`config.mk`:
```
export PLATFORM = sky130hd
export DESIGN_NAME = skewed_row_dispatcher
export DESIGN_NICKNAME = d
export VERILOG_FILES = /design/src/rtl/skewed_row_dispatcher.sv
export SDC_FILE = /design/constraint.sdc
export NUM_CORES = 2
export LEC_CHECK = 0
export CAP_MARGIN = 20
export CORE_MARGIN = 1.5
export CORE_UTILIZATION = 60
export CTS_BUF_LIST = sky130_fd_sc_hd__clkbuf_4 sky130_fd_sc_hd__clkbuf_8
export DETAILED_ROUTE_END_ITERATION = 10
export PLACE_DENSITY = 0.78
export SLEW_MARGIN = 20
export SYNTH_ARGS = -nofsm -noshare
export SYNTH_HDL_FRONTEND = slang
export SYNTH_SLANG_ARGS = --single-unit
```
`constraint.sdc`:
```
create_clock -name i_clk -period 5.22 [get_ports i_clk]
set_clock_uncertainty 0.15 [all_clocks]
set_input_delay 0.783 -clock i_clk [delete_from_list [all_inputs] [get_ports i_clk]]
set_output_delay 0.783 -clock i_clk [all_outputs]
set_load 0.005 [all_outputs]
```
`src/rtl/skewed_row_dispatcher.sv`:
```
// rtl/skewed_row_dispatcher.sv - steers element addresses into per-row queues, captures SRAM lanes,
// and releases rows to the array with an optional one-cycle-per-row skew.
module skewed_row_dispatcher #(
  parameter int ROUTER_COUNT    = 4,
  parameter int SRAM_DATA_WIDTH = 64,
  parameter int DATA_WIDTH      = 8,
  parameter int ADDR_WIDTH      = 11,
  parameter int ADDR_DEPTH      = 16,
  parameter int DATA_DEPTH      = 16,
  localparam int LANES     = SRAM_DATA_WIDTH / DATA_WIDTH,
  localparam int LANE_BITS = $clog2(LANES),
  localparam int WORD_W    = ADDR_WIDTH - LANE_BITS,
  localparam int RID_W     = $clog2(ROUTER_COUNT)
) (
  input  logic                                 i_clk,
  input  logic                                 i_nrst,
  input  logic                                 i_reg_clear,
  input  logic                                 i_skew_en,
  input  logic                                 i_ag_valid,
  input  logic [RID_W-1:0]                     i_row_id,
  input  logic [ADDR_WIDTH-1:0]                i_ag_addr,
  output logic                                 o_ag_ready,
  input  logic                                 i_data_valid,
  input  logic [WORD_W-1:0]                    i_addr,
  input  logic [SRAM_DATA_WIDTH-1:0]           i_data,
  input  logic                                 i_pop_en,
  output logic [ROUTER_COUNT*DATA_WIDTH-1:0]   o_data,
  output logic [ROUTER_COUNT-1:0]              o_data_valid,
  output logic                                 o_addr_empty,
  output logic                                 o_data_empty,
  output logic                                 o_overflow
);

  localparam int SK_W = RID_W + 1;
  localparam int AP_W = $clog2(ADDR_DEPTH);
  localparam int DP_W = $clog2(DATA_DEPTH);

  logic [ROUTER_COUNT-1:0] w_a_empty, w_a_full, w_d_empty, w_drop;
  logic [SK_W-1:0]         r_skew;
  logic                    r_overflow;

  // Row ids beyond ROUTER_COUNT match no row and so read as not ready.
  always_comb begin
    o_ag_ready = 1'b0;
    for (int r = 0; r < ROUTER_COUNT; r++)
      if (i_row_id == RID_W'(r)) o_ag_ready = ~w_a_full[r];
  end

  for (genvar g = 0; g < ROUTER_COUNT; g++) begin : g_row
    logic [ADDR_WIDTH-1:0] r_amem [ADDR_DEPTH];
    logic [DATA_WIDTH-1:0] r_dmem [DATA_DEPTH];
    logic [AP_W:0]         r_awp, r_arp;
    logic [DP_W:0]         r_dwp, r_drp;
    logic [DATA_WIDTH-1:0] r_dout;
    logic                  r_vld;
    logic [ADDR_WIDTH-1:0] w_ahead;
    logic [LANE_BITS-1:0]  w_lane;
    logic                  w_apush, w_match, w_d_full, w_dpush, w_en, w_pop;

    assign w_a_empty[g] = (r_awp == r_arp);
    assign w_a_full[g]  = (r_awp == {~r_arp[AP_W], r_arp[AP_W-1:0]});
    assign w_d_empty[g] = (r_dwp == r_drp);
    assign w_d_full     = (r_dwp == {~r_drp[DP_W], r_drp[DP_W-1:0]});
    assign w_ahead      = r_amem[r_arp[AP_W-1:0]];
    assign w_lane       = w_ahead[LANE_BITS-1:0];
    assign w_apush      = i_ag_valid & (i_row_id == RID_W'(g)) & ~w_a_full[g];
    assign w_match      = i_data_valid & ~w_a_empty[g] & (w_ahead[ADDR_WIDTH-1:LANE_BITS] == i_addr);

    // Row 0 leads the skew, so it is never held back.
    if (g == 0) begin : g_lead
      assign w_en = 1'b1;
    end else begin : g_skewed
      assign w_en = ~i_skew_en | (r_skew >= SK_W'(g));
    end

    assign w_pop     = i_pop_en & w_en & ~w_d_empty[g];
    assign w_dpush   = w_match & (~w_d_full | w_pop);
    assign w_drop[g] = w_match & w_d_full & ~w_pop;

    always_ff @(posedge i_clk) begin
      if (w_apush) r_amem[r_awp[AP_W-1:0]] <= i_ag_addr;
      if (w_dpush) r_dmem[r_dwp[DP_W-1:0]] <= i_data[w_lane*DATA_WIDTH +: DATA_WIDTH];
    end

    always_ff @(posedge i_clk or negedge i_nrst) begin
      if (!i_nrst) begin
        r_awp  <= '0;
        r_arp  <= '0;
        r_dwp  <= '0;
        r_drp  <= '0;
        r_dout <= '0;
        r_vld  <= 1'b0;
      end else if (i_reg_clear) begin
        r_awp  <= '0;
        r_arp  <= '0;
        r_dwp  <= '0;
        r_drp  <= '0;
        r_dout <= '0;
        r_vld  <= 1'b0;
      end else begin
        // A match pops the address head even when its element is dropped.
        if (w_apush) r_awp <= r_awp + 1'b1;
        if (w_match) r_arp <= r_arp + 1'b1;
        if (w_dpush) r_dwp <= r_dwp + 1'b1;
        if (w_pop) begin
          r_drp  <= r_drp + 1'b1;
          r_dout <= r_dmem[r_drp[DP_W-1:0]];
        end
        r_vld <= w_pop;
      end
    end

    assign o_data[g*DATA_WIDTH +: DATA_WIDTH] = r_dout;
    assign o_data_valid[g]                    = r_vld;
  end

  always_ff @(posedge i_clk or negedge i_nrst) begin
    if (!i_nrst) begin
      r_skew     <= '0;
      r_overflow <= 1'b0;
    end else if (i_reg_clear) begin
      r_skew     <= '0;
      r_overflow <= 1'b0;
    end else begin
      if (i_pop_en && (r_skew < SK_W'(ROUTER_COUNT - 1))) r_skew <= r_skew + 1'b1;
      if (|w_drop) r_overflow <= 1'b1;
    end
  end

  assign o_overflow   = r_overflow;
  assign o_addr_empty = &w_a_empty;
  assign o_data_empty = &w_d_empty;

endmodule

```
==> run_results.csv <==
group,metric,value,unit
run_status,outcome,"completed",
cells_and_area,final_cells,4536,
placement,place_hpwl,81.4,mm
global_route,first_global_vias,30000,
global_route,grt-ovfl-total,0,
placement,port_buffers,131,
sta,drv_slew,0,
yosys,synth_edf_count,1216,
placement,gp_congestion,0.877,
clock_network,cts_setup_buffers,0,
global_route,grt_pass1_wl,191,mm
worst_setup_path,critPathMaxStageDelay,0.61,ns
worst_setup_path,critical_path_class,"flop to output pin",
yosys,synth_fp_nets,3009,
hold_path,min_from,"i_ag_addr[4]",
drt,drt_iter0_drc,3180,
worst_setup_path,path_buf_inv,2,
clock_network,tritoncts,"yes",
hold_path,hold_path.class,"primary input to flop",
worst_setup_path,path_cells,"buf_4 -> xnor2_1 -> nand4_1 -> or2_2 -> nor4_2 -> clkdlybuf4s50_1",
yosys,yosys_warnings,0,
drt,wire_per_inst,28.1,um
yosys,synthFlopType,"edfxtp_1",
pwr,peakVddDrop,0.000266,V
yosys,yosysUniqueCellTypes,72,
worst_setup_path,slowest_stage,"clkdlybuf4s50_1",
clock_network,numClockSinks,1336,
yosys,async_reset_ff_frac,0.0898,
die,core_area,0.0921,mm2
cells_and_area,nets,3260,
drt,drt_first_pass_iters,5,
worst_setup_path,cp_data_required_time,4.29,ns
die,initial_utilization,0.608,
drt,wl,127,mm
drt,vias,29000,
global_route,antenna_found_initial,7,
yosys,synthCells,2873,
worst_setup_path,timing.rr.start,"g_row[2].r_arp[0]",
cells_and_area,final_util,0.685,
cells_and_area,final_cell_area,0.0630,mm2
sta,finalSetupViolations,0,
pwr,p_leak,20.3,nW
clock_network,clockBufferDepth,3,
worst_setup_path,start_kind,"flop",
yosys,synth_top_area_cell,"edfxtp_1",
sta,rsz0062_at_grt,"false",
yosys,ys_top_cells_by_area,"edfxtp_1 (65%), mux4_2 (15%), dfrtp_1 (5.4%)",
yosys,ys_ff_latch,1336,
clock_network,cts_made_buffers,202,
yosys,synth.top_cell.area_share,0.652,
pwr,cellPowerDensity,337,mW/mm2
die,rows,111,
sta,tightest_slew,1.11,ns
sta,setup_tns,0,ns
run,max_cap_violations,0,
drt,antenna_left,0,
worst_setup_path,endpoint_kind,"output pin",
die,ios,132,
worst_setup_path,cp_max_fo,36,
placement,place_area,0.0588,mm2
clock_network,insertion_delay,0.88,ns
placement,placed_cells,4162,
clock_network,h-tree-depth,4,
clock_network,clkTransAtPathRegs,0.06,ns
sta,min_period_over_period,0.932,
yosys,synthTopCellsByCount,"edfxtp_1 (1,216), mux4_2 (369), mux2i_1 (142)",
die,die-area,0.0952,mm2
yosys,synth.avg_cell_area,19.5,um2
cells_and_area,fillCellCount,5659,
yosys,syn_area,0.0560,mm2
sta,slew_headroom,0.260,
worst_setup_path,arrival,3.93,ns
worst_setup_path,startpoint,"g_row[2].r_arp[1]",
clock_network,cts_root_buffer,"clkbuf_8",
die,fp.dieW,309,um
global_route,grt_max_degree,90,
cells_and_area,synthToLayoutAreaGrowth,12.5,%
global_route,grt_usage,0.275,
cells_and_area,drive_gt1_frac,0.274,
sta,fin_crit,4.86,ns
drt,viasPerCell,6.39,
yosys,yosysMostFrequentCell,"edfxtp_1",
die,die_y,309,um
yosys,ys_seq_area_frac,0.705,
sta,finalHoldViolations,0,
sta,fmax,206,MHz
drt,remaining_drc_errors,0,
worst_setup_path,critPathTopFamily,"simple AND/OR/NAND/NOR gates",
==> cell usage in the layout (no fill, tap or decap), types with 7 or more instances in the layout <==
cell type,n
edfxtp_1,1216
inv_1,43
clkbuf_4,75
clkbuf_8,220
o22ai_1,9
mux2_2,54
nand4_1,23
nor2b_1,24
xor2_1,56
nand3_1,26
and2_1,52
ha_1,44
clkinvlp_4,7
a21oi_1,28
dfrtp_2,9
mux2i_1,142
clkdlybuf4s50_1,118
or3_1,13
a22o_1,8
xnor2_1,65
nor4_1,16
buf_4,89
buf_2,7
a22oi_1,14
clkinv_1,34
o21ai_0,18
nor2_1,136
and4b_1,11
mux4_2,369
nor3_1,24
and3_1,25
a221oi_1,11
bufinv_16,9
dfrtp_1,109
and4_1,10
nand2_1,38
clkinv_2,19
==> worst register-to-register path, stage by stage (launching register included) <==
cell     delay [ns]
dfrtp_4        0.84
mux4_2         0.64
mux4_2         0.49
xnor2_1        0.30
nand3_1        0.35
nor3_2         0.36
or3b_1         0.46
nor2_1         0.62
==> stage by stage <==
| stage | worst slack [ns] | hold slack [ns] | total power [mW] |
|---|---|---|---|
| final | 0.356 | 0.327 | 21.2 |
| after global routing | 0.201 | 0.321 | 21.8 |
| after CTS | 0.0138 | 0.302 | 21.3 |
| after detailed placement | 0.511 | 0.367 | 12.6 |
| after global placement | 0.605 | 0.357 | 12.6 |
| after floorplan | 1.28 | 0.337 | 12.2 |
==> cell type report <==
| class | instances | area [um2] | area share |
|---|---|---|---|
| Clock inverter | 75 | 626 | 0.00992 |
| Clock buffer | 295 | 3590 | 0.0570 |
| Sequential cell | 1336 | 39500 | 0.627 |
| Antenna cell | 3 | 7.51 | 0.000119 |
| Inverter | 44 | 165 | 0.00262 |
| Tap cell | 1243 | 1560 | 0.0247 |
| Multi-Input combinational cell | 1322 | 15600 | 0.248 |
| Timing Repair Buffer | 218 | 1950 | 0.0309 |
==> final timing paths <==
kind	to	cells past startpoint	slack [ns]
worst min register to register	g_row[2].r_dout[4]	2	0.37
worst max register to register	g_row[2].r_dmem[3][4]	7	0.60
worst min-delay path	g_row[1].r_amem[3][4]	1	0.33
worst max-delay path	o_addr_empty	6	0.36
min in group asynchronous	g_row[1].r_dout[0]	2	0.45
max in group asynchronous	g_row[3].r_arp[0]	3	3.33
==> flip-flops by register name, summed over array words and instances, names as in the netlist <==
name	cells
g_row.r_amem	704
g_row.r_dmem	512
g_row.r_dout	32
g_row.r_arp	20
g_row.r_awp	20
g_row.r_drp	20
g_row.r_dwp	20
g_row.r_vld	4
r_skew	3
o_overflow	1
==> kinds of logic (layout without fill, tap and decap cells) <==
group	after synthesis	after routing	synth area share
AO/OA/AOI/OAI	131	131	0.0163
XOR/XNOR	122	122	0.0192
adder cells (fa/ha/maj)	44	44	0.00983
buffers and inverters	215	632	0.0169
flip-flops	1336	1336	0.705
multiplexers	572	572	0.188
other	0	3	0
AND/OR/NAND/NOR	453	453	0.0447
==> routing by layer <==
layer / up-vias / GRT usage / share of wire
met5: - / 0 / 0.00060
met4: 10 / 0.0732 / 0.019
met3: 208 / 0.0595 / 0.089
met2: 1429 / 0.448 / 0.50
met1: 15100 / 0.383 / 0.39
li1: 12200 / - / -
==> repair_timing <==
| item | in CTS | in global routing |
|---|---|---|
| hold endpoints to repair | 88 | 0 |
| gates resized for setup | 0 | 1 |
| setup endpoints to repair | 0 | 1 |
| hold buffers | 1 | 0 |
==> power breakdown <==
group | switching, mW | internal (mW) | total, mW
Clock | 3.97 | 4.87 | 8.84
Combinational | 0.437 | 0.201 | 0.638
Sequential | 0.0113 | 11.7 | 11.8
Note: power is estimated with default switching activity, not from simulation.
